**src/rtl/imem_pkg.sv**
```systemverilog
// rtl/imem_pkg.sv - shared state encoding and defaults for the instruction-memory loader
package imem_pkg;

    // Loader sequencing: hold cpu, stream image, settle one cycle, run.
    typedef enum logic [1:0] {
        ST_HOLD = 2'd0,
        ST_LOAD = 2'd1,
        ST_DONE = 2'd2,
        ST_RUN  = 2'd3
    } state_t;

    // Instruction presented to the cpu while it is held in reset.
    localparam logic [15:0] IMEM_NOP_WORD = 16'h0000;

endpackage

```
**src/rtl/imem_dp_ram.sv**
```systemverilog
// rtl/imem_dp_ram.sv - one-write one-read synchronous RAM, registered read, read-before-write
module imem_dp_ram #(
    parameter int DATA_W = 16,
    parameter int ADDR_W = 6
) (
    input  logic              clk,
    input  logic              we,
    input  logic [ADDR_W-1:0] waddr,
    input  logic [DATA_W-1:0] wdata,
    input  logic [ADDR_W-1:0] raddr,
    output logic [DATA_W-1:0] rdata
);

    logic [DATA_W-1:0] mem [0:(1<<ADDR_W)-1];

    // Write and registered read share the edge; a same-address read sees the old word.
    always_ff @(posedge clk) begin
        if (we) begin
            mem[waddr] <= wdata;
        end
        rdata <= mem[raddr];
    end

endmodule

```
**src/rtl/imem_loader.sv**
```systemverilog
// rtl/imem_loader.sv - instruction memory with host boot-load path and cpu reset control
module imem_loader
    import imem_pkg::*;
#(
    parameter int                DATA_W   = 16,
    parameter int                ADDR_W   = 6,
    parameter logic [DATA_W-1:0] NOP_WORD = DATA_W'(IMEM_NOP_WORD)
) (
    input  logic              clk,
    input  logic              reset,
    input  logic              load_start,
    input  logic              run_start,
    input  logic              load_valid,
    input  logic [DATA_W-1:0] load_data,
    input  logic              load_last,
    output logic              load_ready,
    input  logic [ADDR_W-1:0] pc,
    output logic [DATA_W-1:0] instr,
    output logic              cpu_reset,
    output logic [ADDR_W:0]   loaded_words,
    output logic              load_full
);

    localparam int              DEPTH     = 1 << ADDR_W;
    localparam logic [ADDR_W:0] DEPTH_CNT = (ADDR_W+1)'(DEPTH);
    localparam logic [ADDR_W:0] LAST_PTR  = (ADDR_W+1)'(DEPTH - 1);
    localparam logic [ADDR_W:0] ONE       = (ADDR_W+1)'(1);

    state_t            state;
    logic [ADDR_W:0]   ptr;
    logic              instr_en;
    logic              xfer;
    logic [DATA_W-1:0] ram_rdata;

    // A restart or reset in the same cycle discards the offered word.
    assign xfer = (state == ST_LOAD) && load_valid && load_ready && !load_start && !reset;

    imem_dp_ram #(
        .DATA_W (DATA_W),
        .ADDR_W (ADDR_W)
    ) u_ram (
        .clk   (clk),
        .we    (xfer),
        .waddr (ptr[ADDR_W-1:0]),
        .wdata (load_data),
        .raddr (pc),
        .rdata (ram_rdata)
    );

    // Both inputs of this select are flops, so instr has no path from pc or state inputs.
    assign instr = instr_en ? ram_rdata : NOP_WORD;

    // Sequencer: owns cpu hold, load handshake, write pointer, counters and fetch masking.
    always_ff @(posedge clk) begin
        if (reset) begin
            state        <= ST_HOLD;
            ptr          <= '0;
            cpu_reset    <= 1'b1;
            load_ready   <= 1'b0;
            instr_en     <= 1'b0;
            loaded_words <= '0;
            load_full    <= 1'b0;
        end else begin
            // Fetch data is only exposed while the cpu stays out of reset across this edge.
            instr_en <= (state == ST_RUN) && !load_start;
            case (state)
                ST_HOLD: begin
                    if (load_start) begin
                        state        <= ST_LOAD;
                        ptr          <= '0;
                        loaded_words <= '0;
                        load_full    <= 1'b0;
                        load_ready   <= 1'b1;
                    end else if (run_start) begin
                        state <= ST_DONE;
                    end
                end
                ST_LOAD: begin
                    if (load_start) begin
                        ptr          <= '0;
                        loaded_words <= '0;
                        load_full    <= 1'b0;
                    end else if (xfer) begin
                        ptr <= ptr + ONE;
                        if (loaded_words != DEPTH_CNT) begin
                            loaded_words <= loaded_words + ONE;
                        end
                        if (load_last) begin
                            state      <= ST_DONE;
                            load_ready <= 1'b0;
                        end else if (ptr == LAST_PTR) begin
                            state      <= ST_DONE;
                            load_ready <= 1'b0;
                            load_full  <= 1'b1;
                        end
                    end
                end
                ST_DONE: begin
                    state     <= ST_RUN;
                    cpu_reset <= 1'b0;
                end
                ST_RUN: begin
                    if (load_start) begin
                        state        <= ST_LOAD;
                        cpu_reset    <= 1'b1;
                        load_ready   <= 1'b1;
                        ptr          <= '0;
                        loaded_words <= '0;
                        load_full    <= 1'b0;
                    end
                end
                default: begin
                    state <= ST_HOLD;
                end
            endcase
        end
    end

endmodule

```
**config.mk**
```make
export PLATFORM = sky130hd
export DESIGN_NAME = imem_loader
export DESIGN_NICKNAME = d
export VERILOG_FILES = /design/src/rtl/imem_pkg.sv /design/src/rtl/imem_dp_ram.sv /design/src/rtl/imem_loader.sv
export SDC_FILE = /design/constraint.sdc
export NUM_CORES = 1
export LEC_CHECK = 0
export ABC_AREA = 1
export BUFFER_PORTS_ARGS = -buffer_cell sky130_fd_sc_hd__buf_4
export CAP_MARGIN = 20
export CELL_PAD_IN_SITES_DETAIL_PLACEMENT = 0
export CELL_PAD_IN_SITES_GLOBAL_PLACEMENT = 2
export CORE_AREA = 4 4 309 311
export CTS_CLUSTER_SIZE = 25
export DETAILED_ROUTE_END_ITERATION = 6
export DIE_AREA = 0 0 313 315
export GPL_TIMING_DRIVEN = 0
export PLACE_DENSITY_LB_ADDON = 0.1
export SYNTH_ARGS = -nofsm -noshare
export SYNTH_HDL_FRONTEND = slang
export SYNTH_SLANG_ARGS = --single-unit
```
**constraint.sdc**
```tcl
create_clock -name clk -period 6.3 [get_ports clk]
set_clock_uncertainty 0.05 [all_clocks]
set_input_delay 1.26 -clock clk [delete_from_list [all_inputs] [get_ports clk]]
set_output_delay 1.26 -clock clk [all_outputs]
set_load 0.01 [all_outputs]
```
==> results of run 1 <==
==> synth_stat cells <==
library cell                  n
sky130_fd_sc_hd__nor3_1       4
sky130_fd_sc_hd__nand4_1      3
sky130_fd_sc_hd__nor2_4       1
sky130_fd_sc_hd__xnor2_1      1
sky130_fd_sc_hd__buf_2      133
sky130_fd_sc_hd__xor2_1       2
sky130_fd_sc_hd__clkbuf_4     1
sky130_fd_sc_hd__nand2_1   1344
sky130_fd_sc_hd__buf_1       14
sky130_fd_sc_hd__buf_4       11
sky130_fd_sc_hd__o21ai_0      7
sky130_fd_sc_hd__a21oi_1     13
sky130_fd_sc_hd__nor3b_1      2
sky130_fd_sc_hd__nor2_2       2
sky130_fd_sc_hd__nand3_1    884
sky130_fd_sc_hd__inv_6        1
sky130_fd_sc_hd__o21ai_2      1
sky130_fd_sc_hd__dfxtp_1     36
sky130_fd_sc_hd__buf_6       49
sky130_fd_sc_hd__o21ai_1      1
sky130_fd_sc_hd__edfxtp_1  1024
sky130_fd_sc_hd__inv_2        3
sky130_fd_sc_hd__nand3_2      4
sky130_fd_sc_hd__nor2_1      85
sky130_fd_sc_hd__nand2_2      1
sky130_fd_sc_hd__buf_8        1
sky130_fd_sc_hd__a211oi_1     3
sky130_fd_sc_hd__clkbuf_1    14
sky130_fd_sc_hd__o21a_1       1
sky130_fd_sc_hd__ha_1         7
sky130_fd_sc_hd__inv_1       46
==> worst max-delay path: cells and delay by family, from the launching register on <==
kind                       cells  cell delay [ns]
and+or+nand+nor                5             2.41
buffers and inverters          3             0.45
adders and majority gates      1             0.22
DFF                            1             0.32
==> power breakdown <==
part           total, mW  leakage (nW)  internal (mW)  switching (mW)
Clock               6.43          1.75           3.74            2.68
Combinational       1.28          7.07          0.325           0.952
Sequential          7.80          9.50           7.77          0.0311
==> per-layer routing <==
metal	track usage	share of wire	up-vias
li1	-	-	13410
met1	0.4143	0.43	14780
met2	0.4525	0.45	1330
met3	0.05246	0.090	208
met4	0.08344	0.026	4
met5	0	0.00016	-
==> kinds of logic (layout without fill, tap and decap cells) <==
| logic type | Yosys count | in the layout | share of synthesized area |
|---|---|---|---|
| AND/OR/NAND/NOR | 2330 | 2330 | 0.2291 |
| flip-flops | 1060 | 1060 | 0.7275 |
| AO/OA/AOI/OAI | 26 | 26 | 0.003326 |
| XOR/XNOR | 3 | 3 | 0.0006075 |
| buffers and inverters | 273 | 580 | 0.03745 |
| adder cells (fa/ha/maj) | 7 | 7 | 0.002024 |
| other | 0 | 6 | 0 |
==> worst paths after layout <==
path,from,endpoint,slack [ns],depth (start not counted)
setup / recovery,state[1],u_ram.mem[25][3],2.53,9
hold / removal,load_full,load_full,0.43,2
setup reg to reg,state[1],u_ram.mem[25][3],2.53,9
hold reg to reg,load_full,load_full,0.43,2
==> stage by stage <==
step | area (sq um) | hold WS (ns) | cells | utilization | worst slack (ns)
6_report | 49910 | 0.4322 | 5266 | 0.5380 | 2.526
5_1_grt | 49890 | 0.4706 | 5260 | 0.5378 | 2.398
4_1_cts | 49890 | 0.4348 | 5260 | 0.5378 | 2.659
3_5_place_dp | 46320 | 0.4202 | 5057 | 0.4993 | 1.974
3_3_place_gp | 45200 | 0.4215 | 5002 | 0.4872 | 1.227
2_1_floorplan | 43260 | 0.4320 | 3699 | - | 3.176
==> registers in the layout, summed over array words and instances (netlist names) <==
| signal | flops |
|---|---|
| loaded_words | 7 |
| u_ram.rdata | 16 |
| instr_en | 1 |
| u_ram.mem | 1024 |
| ptr | 7 |
| load_full | 1 |
| cpu_reset | 1 |
| state | 2 |
| load_ready | 1 |
==> final cells by class <==
cell class / instances / share of cell area
buffer: 223 / 0.02860
clock inverter: 51 / 0.008123
inverter: 50 / 0.003861
timing repair buffer: 104 / 0.02672
multi-input combinational: 2366 / 0.2069
tap: 1254 / 0.03144
antenna: 6 / 0.0003008
sequential: 1060 / 0.6306
clock buffer: 152 / 0.06353
==> impl_metrics.yaml, run 1 <==
status:
  run_status: "completed"
cells_and_area:
  layout.cells.most_common: "sky130_fd_sc_hd__nand2_1"
  mostFrequentLayoutCells: "sky130_fd_sc_hd__nand2_1 (1344), sky130_fd_sc_hd__edfxtp_1 (1024), sky130_fd_sc_hd__nand3_1 (884), sky130_fd_sc_hd__buf_2 (133), sky130_fd_sc_hd__clkbuf_16 (118)"
  area_growth_pct: 15.37
  final_nets: 3951
  final-seq-area_sq_um: 31470
  fill_cells: 7925
  multi_input_area_sq_um: 10320
  drive_above_1_share: 0.1318
critical_path:
  timing.critical_path.arrival_ns: 4.11
  slowest_stage: "sky130_fd_sc_hd__nor2_2"
  cp_max_fo: 9
  worstPathCellList: "inv_1, ha_1, inv_1, nor2_2, nand4_1, nor2_1, nand3_1, nor2_2, buf_8"
  startpoint_type: "flop"
  worst_path_largest_cell_delay_ns: 0.95
  worstSetupPathType: "reg -> reg"
  critical_path_required_ns: 6.64
  critPathCaptureType: "flop"
cts:
  post-cts-setup-buffer-count: 0
  tritoncts.num_buffers: 111
  cts_buffer_depth: 3
  cts-htree-levels: 3
  cts_tree: "done"
  cts_sinks: 1060
  clock-root-buffer: "sky130_fd_sc_hd__clkbuf_16"
  clock_latency_ns: 0.70
  cts_hold_buffers: 0
  cts_repair_resize_count: 0
  clk_pin_slew_worst_paths_ns: 0.06
sta:
  final-hold-violation-count: 0
  drv_slew: 0
  max_clock_freq_mhz: 265.0
  final.setup.tns_ns: 0
  max_slew.worst_pin.slew_ns: 1.072
  slew_headroom: 0.2847
  rsz_0062_raised_after_global_routing: "no"
  min_period_ns: 3.774
  final-setup-viol-count: 0
  timing.final.crit_share: 0.5990
route:
  via_per_inst: 5.646
  route.final.wire_length_microns: 143100
  drt_pass1_iterations: 6
  wl_per_cell_microns: 27.18
  dr.first_iter.drc_count: 3443
  route.antenna.remaining_nets: 0
  vias: 29730
  drc: 0
die:
  placeableCoreArea_sq_um: 92770
  die_area_sq_um: 98600
  floorplan.die.width_microns: 313
  pin_count: 54
  initial_core_util: 0.4663
  die_y_microns: 315
  rows: 112
global_route:
  pin_count_of_the_biggest_net_entering_global_routing: 65
  via_count_of_the_first_global_routing_pass: 27870
  grt_antenna_before_repair: 7
  grt.overflow.total: 0
  grt_util_all_layers: 0.2880
  first_pass_grt_wire_length_microns: 201100
synth:
  yosysSeqAreaShare: 0.7275
  synth_cell_types: 31
  synth_fp_nets: 3734
  synthCells: 3699
  yosysWarnings: 0
  syn-cell-area_sq_um: 43260
  syn_area_per_cell_sq_um: 11.70
  netlist_top_cells_area: "sky130_fd_sc_hd__edfxtp_1 (71%), sky130_fd_sc_hd__nand2_1 (12%), sky130_fd_sc_hd__nand3_1 (10%)"
  netlist.area_leader.share: 0.7108
  synth_area_leader_cell: "sky130_fd_sc_hd__edfxtp_1"
  total_of_flip_flops_plus_latches_after_synthesis: 1060
pwr:
  power_density_cells_nw_per_um2: 310.6
  total_leakage_power_nw: 18.31
  worst_voltage_drop_across_the_vdd_grid_uv: 221.0
  fin_total_pwr_mw: 15.50
hold_path:
  min_path_type: "reg -> reg"
place:
  hpwl_microns: 96120
  final_weighted_congestion_in_routability_driven_placement: 0.9586
  port_buffers: 49
flow_run:
  max-cap-violations: 0
(Power assumes the default switching activity.)
==> run 2: changes to the inputs <==
Settings changed: CORE_AREA 4 4 309 311 to 4 4 339 341, DIE_AREA 0 0 313 315 to 0 0 343 345.
Clock period 6.3 ns to 3.32 ns, I/O delays scaled along.
==> run 2 against run 1 <==
  * Design area increased by 1.2%
  * Register-to-register slack got worse by 2.4 ns
  * Sequential power increased by 90%
  * Clock-buffer cell count increased by 4
  * Largest cell class unchanged
  * Highest routed layer is now met4
  * Setup slack got worse by 2.4 ns
==> impl_metrics.yaml, run 2 (synthesis results as in run 1) <==
sta:
  slew_headroom: 0.2680
  max_slew.worst_pin.slew_ns: 1.098
  timing.final.crit_share: 0.9560
  rsz_0062_raised_after_global_routing: "yes"
  max_clock_freq_mhz: 315.1
  final.setup.tns_ns: 0
  drv_slew: 0
  min_period_ns: 3.174
  final-hold-violation-count: 0
  final-setup-viol-count: 0
route:
  dr.first_iter.drc_count: 3225
  route.final.wire_length_microns: 151900
  vias: 29230
  drt_pass1_iterations: 5
  route.antenna.remaining_nets: 0
  wl_per_cell_microns: 27.47
  drc: 0
  via_per_inst: 5.286
die:
  initial_core_util: 0.3867
  rows: 123
  pin_count: 54
  placeableCoreArea_sq_um: 111900
  floorplan.die.width_microns: 343
  die_area_sq_um: 118300
  die_y_microns: 345
cts:
  cts-htree-levels: 3
  cts_sinks: 1060
  clock-root-buffer: "sky130_fd_sc_hd__clkbuf_16"
  cts_hold_buffers: 0
  cts_tree: "done"
  tritoncts.num_buffers: 116
  clk_pin_slew_worst_paths_ns: 0.06
  cts_buffer_depth: 3
  post-cts-setup-buffer-count: 0
  cts_repair_resize_count: 7
  clock_latency_ns: 0.69
pwr:
  power_density_cells_nw_per_um2: 590.2
  total_leakage_power_nw: 18.42
  worst_voltage_drop_across_the_vdd_grid_uv: 402.3
critical_path:
  slowest_stage: "sky130_fd_sc_hd__nor2_2"
  critical_path_required_ns: 3.66
  worst_path_largest_cell_delay_ns: 0.69
  startpoint_type: "flop"
  worstSetupPathType: "reg -> reg"
  cp_max_fo: 10
  worstPathCellList: "inv_1, ha_1, inv_1, nor2_2, nand4_1, nor2_2, nand3_2, nor2_2, buf_8"
  timing.critical_path.arrival_ns: 3.52
  cp_common_cell: "sky130_fd_sc_hd__nor2_2"
  critPathCaptureType: "flop"
place:
  final_weighted_congestion_in_routability_driven_placement: 0.8783
  hpwl_microns: 102300
  place_area_sq_um: 46700
  placed_cells_incl_taps: 5312
  port_buffers: 49
flow_run:
  max-cap-violations: 0
cells_and_area:
  area_growth_pct: 16.75
  mostFrequentLayoutCells: "sky130_fd_sc_hd__nand2_1 (1344), sky130_fd_sc_hd__edfxtp_1 (1024), sky130_fd_sc_hd__nand3_1 (881), sky130_fd_sc_hd__buf_2 (133), sky130_fd_sc_hd__clkbuf_16 (121)"
  fin_area_sq_um: 50510
  final_cells: 5530
  largestRegisters: "u_ram.mem x1024, u_ram.rdata x16"
  final_core_utilization: 0.4514
  largest_register_ff_count: 1024
  layout.cells.most_common: "sky130_fd_sc_hd__nand2_1"
  drive_above_1_share: 0.1359
  final_nets: 3965
  top_reg_by_flops: "u_ram.mem"
  fill_cells: 10480
global_route:
  grt_antenna_before_repair: 8
  pin_count_of_the_biggest_net_entering_global_routing: 65
  grt.overflow.total: 0
  first_pass_grt_wire_length_microns: 211800
  via_count_of_the_first_global_routing_pass: 27340
  grt_util_all_layers: 0.2531
hold_path:
  min_path_type: "in -> reg"
status:
  run_status: "completed"
run 2: layout make-up:
class	instances	area (sq um)	area share
diodes	4	10.01	0.0001982
well taps	1500	1877	0.03716
clock buffers	156	3239	0.06414
repair buffers	113	1404	0.02780
multi-input cells	2366	10450	0.2069
inverters	50	192.7	0.003815
plain buffers	223	1429	0.02829
clock inverters	58	434.2	0.008596
flip-flops and latches	1060	31470	0.6231
run 2: path summary, 6_finish.rpt:
check	from	depth (start not counted)	slack, ns	endpoint
max reg2reg	state[1]	9	0.15	u_ram.mem[24][11]
min reg2reg	load_ready	2	0.44	load_ready
max	state[1]	9	0.15	u_ram.mem[24][11]
min	reset	2	0.12	loaded_words[6]
run 2: metrics by stage:
step | worst slack (ns) | hold WS (ns) | total power, mW
5_1_grt | -0.07485 | 0.09921 | 30.79
3_3_place_gp | -1.227 | 0.4268 | 17.55
4_1_cts | -0.1512 | 0.07214 | 30.02
3_5_place_dp | -0.3099 | 0.4284 | 17.55
2_1_floorplan | 0.7915 | 0.4320 | 16.35
6_report | 0.1459 | 0.1218 | 29.81
run 2: worst max-delay path, delay by kind of cell (launching register included):
| kind | cells | cell delay [ns] |
|---|---|---|
| fa+ha+maj | 1 | 0.19 |
| buf+inv | 3 | 0.43 |
| flops | 1 | 0.32 |
| simple gates | 5 | 1.86 |
run 2: layer usage:
metal / track usage / wire length (microns)
met1: 0.3879 / 70590
met5: 0 / 0
met4: 0.05288 / 2770
met2: 0.3892 / 68340
met3: 0.02946 / 10220
run 2: power breakdown:
part           internal [mW]  switching, mW  leakage (nW)  total [mW]
clock                   7.31           5.23          1.80        12.5
sequential              14.7         0.0591          9.50        14.8
combinational          0.614           1.85          7.12        2.46
total                   22.7           7.14          18.4        29.8
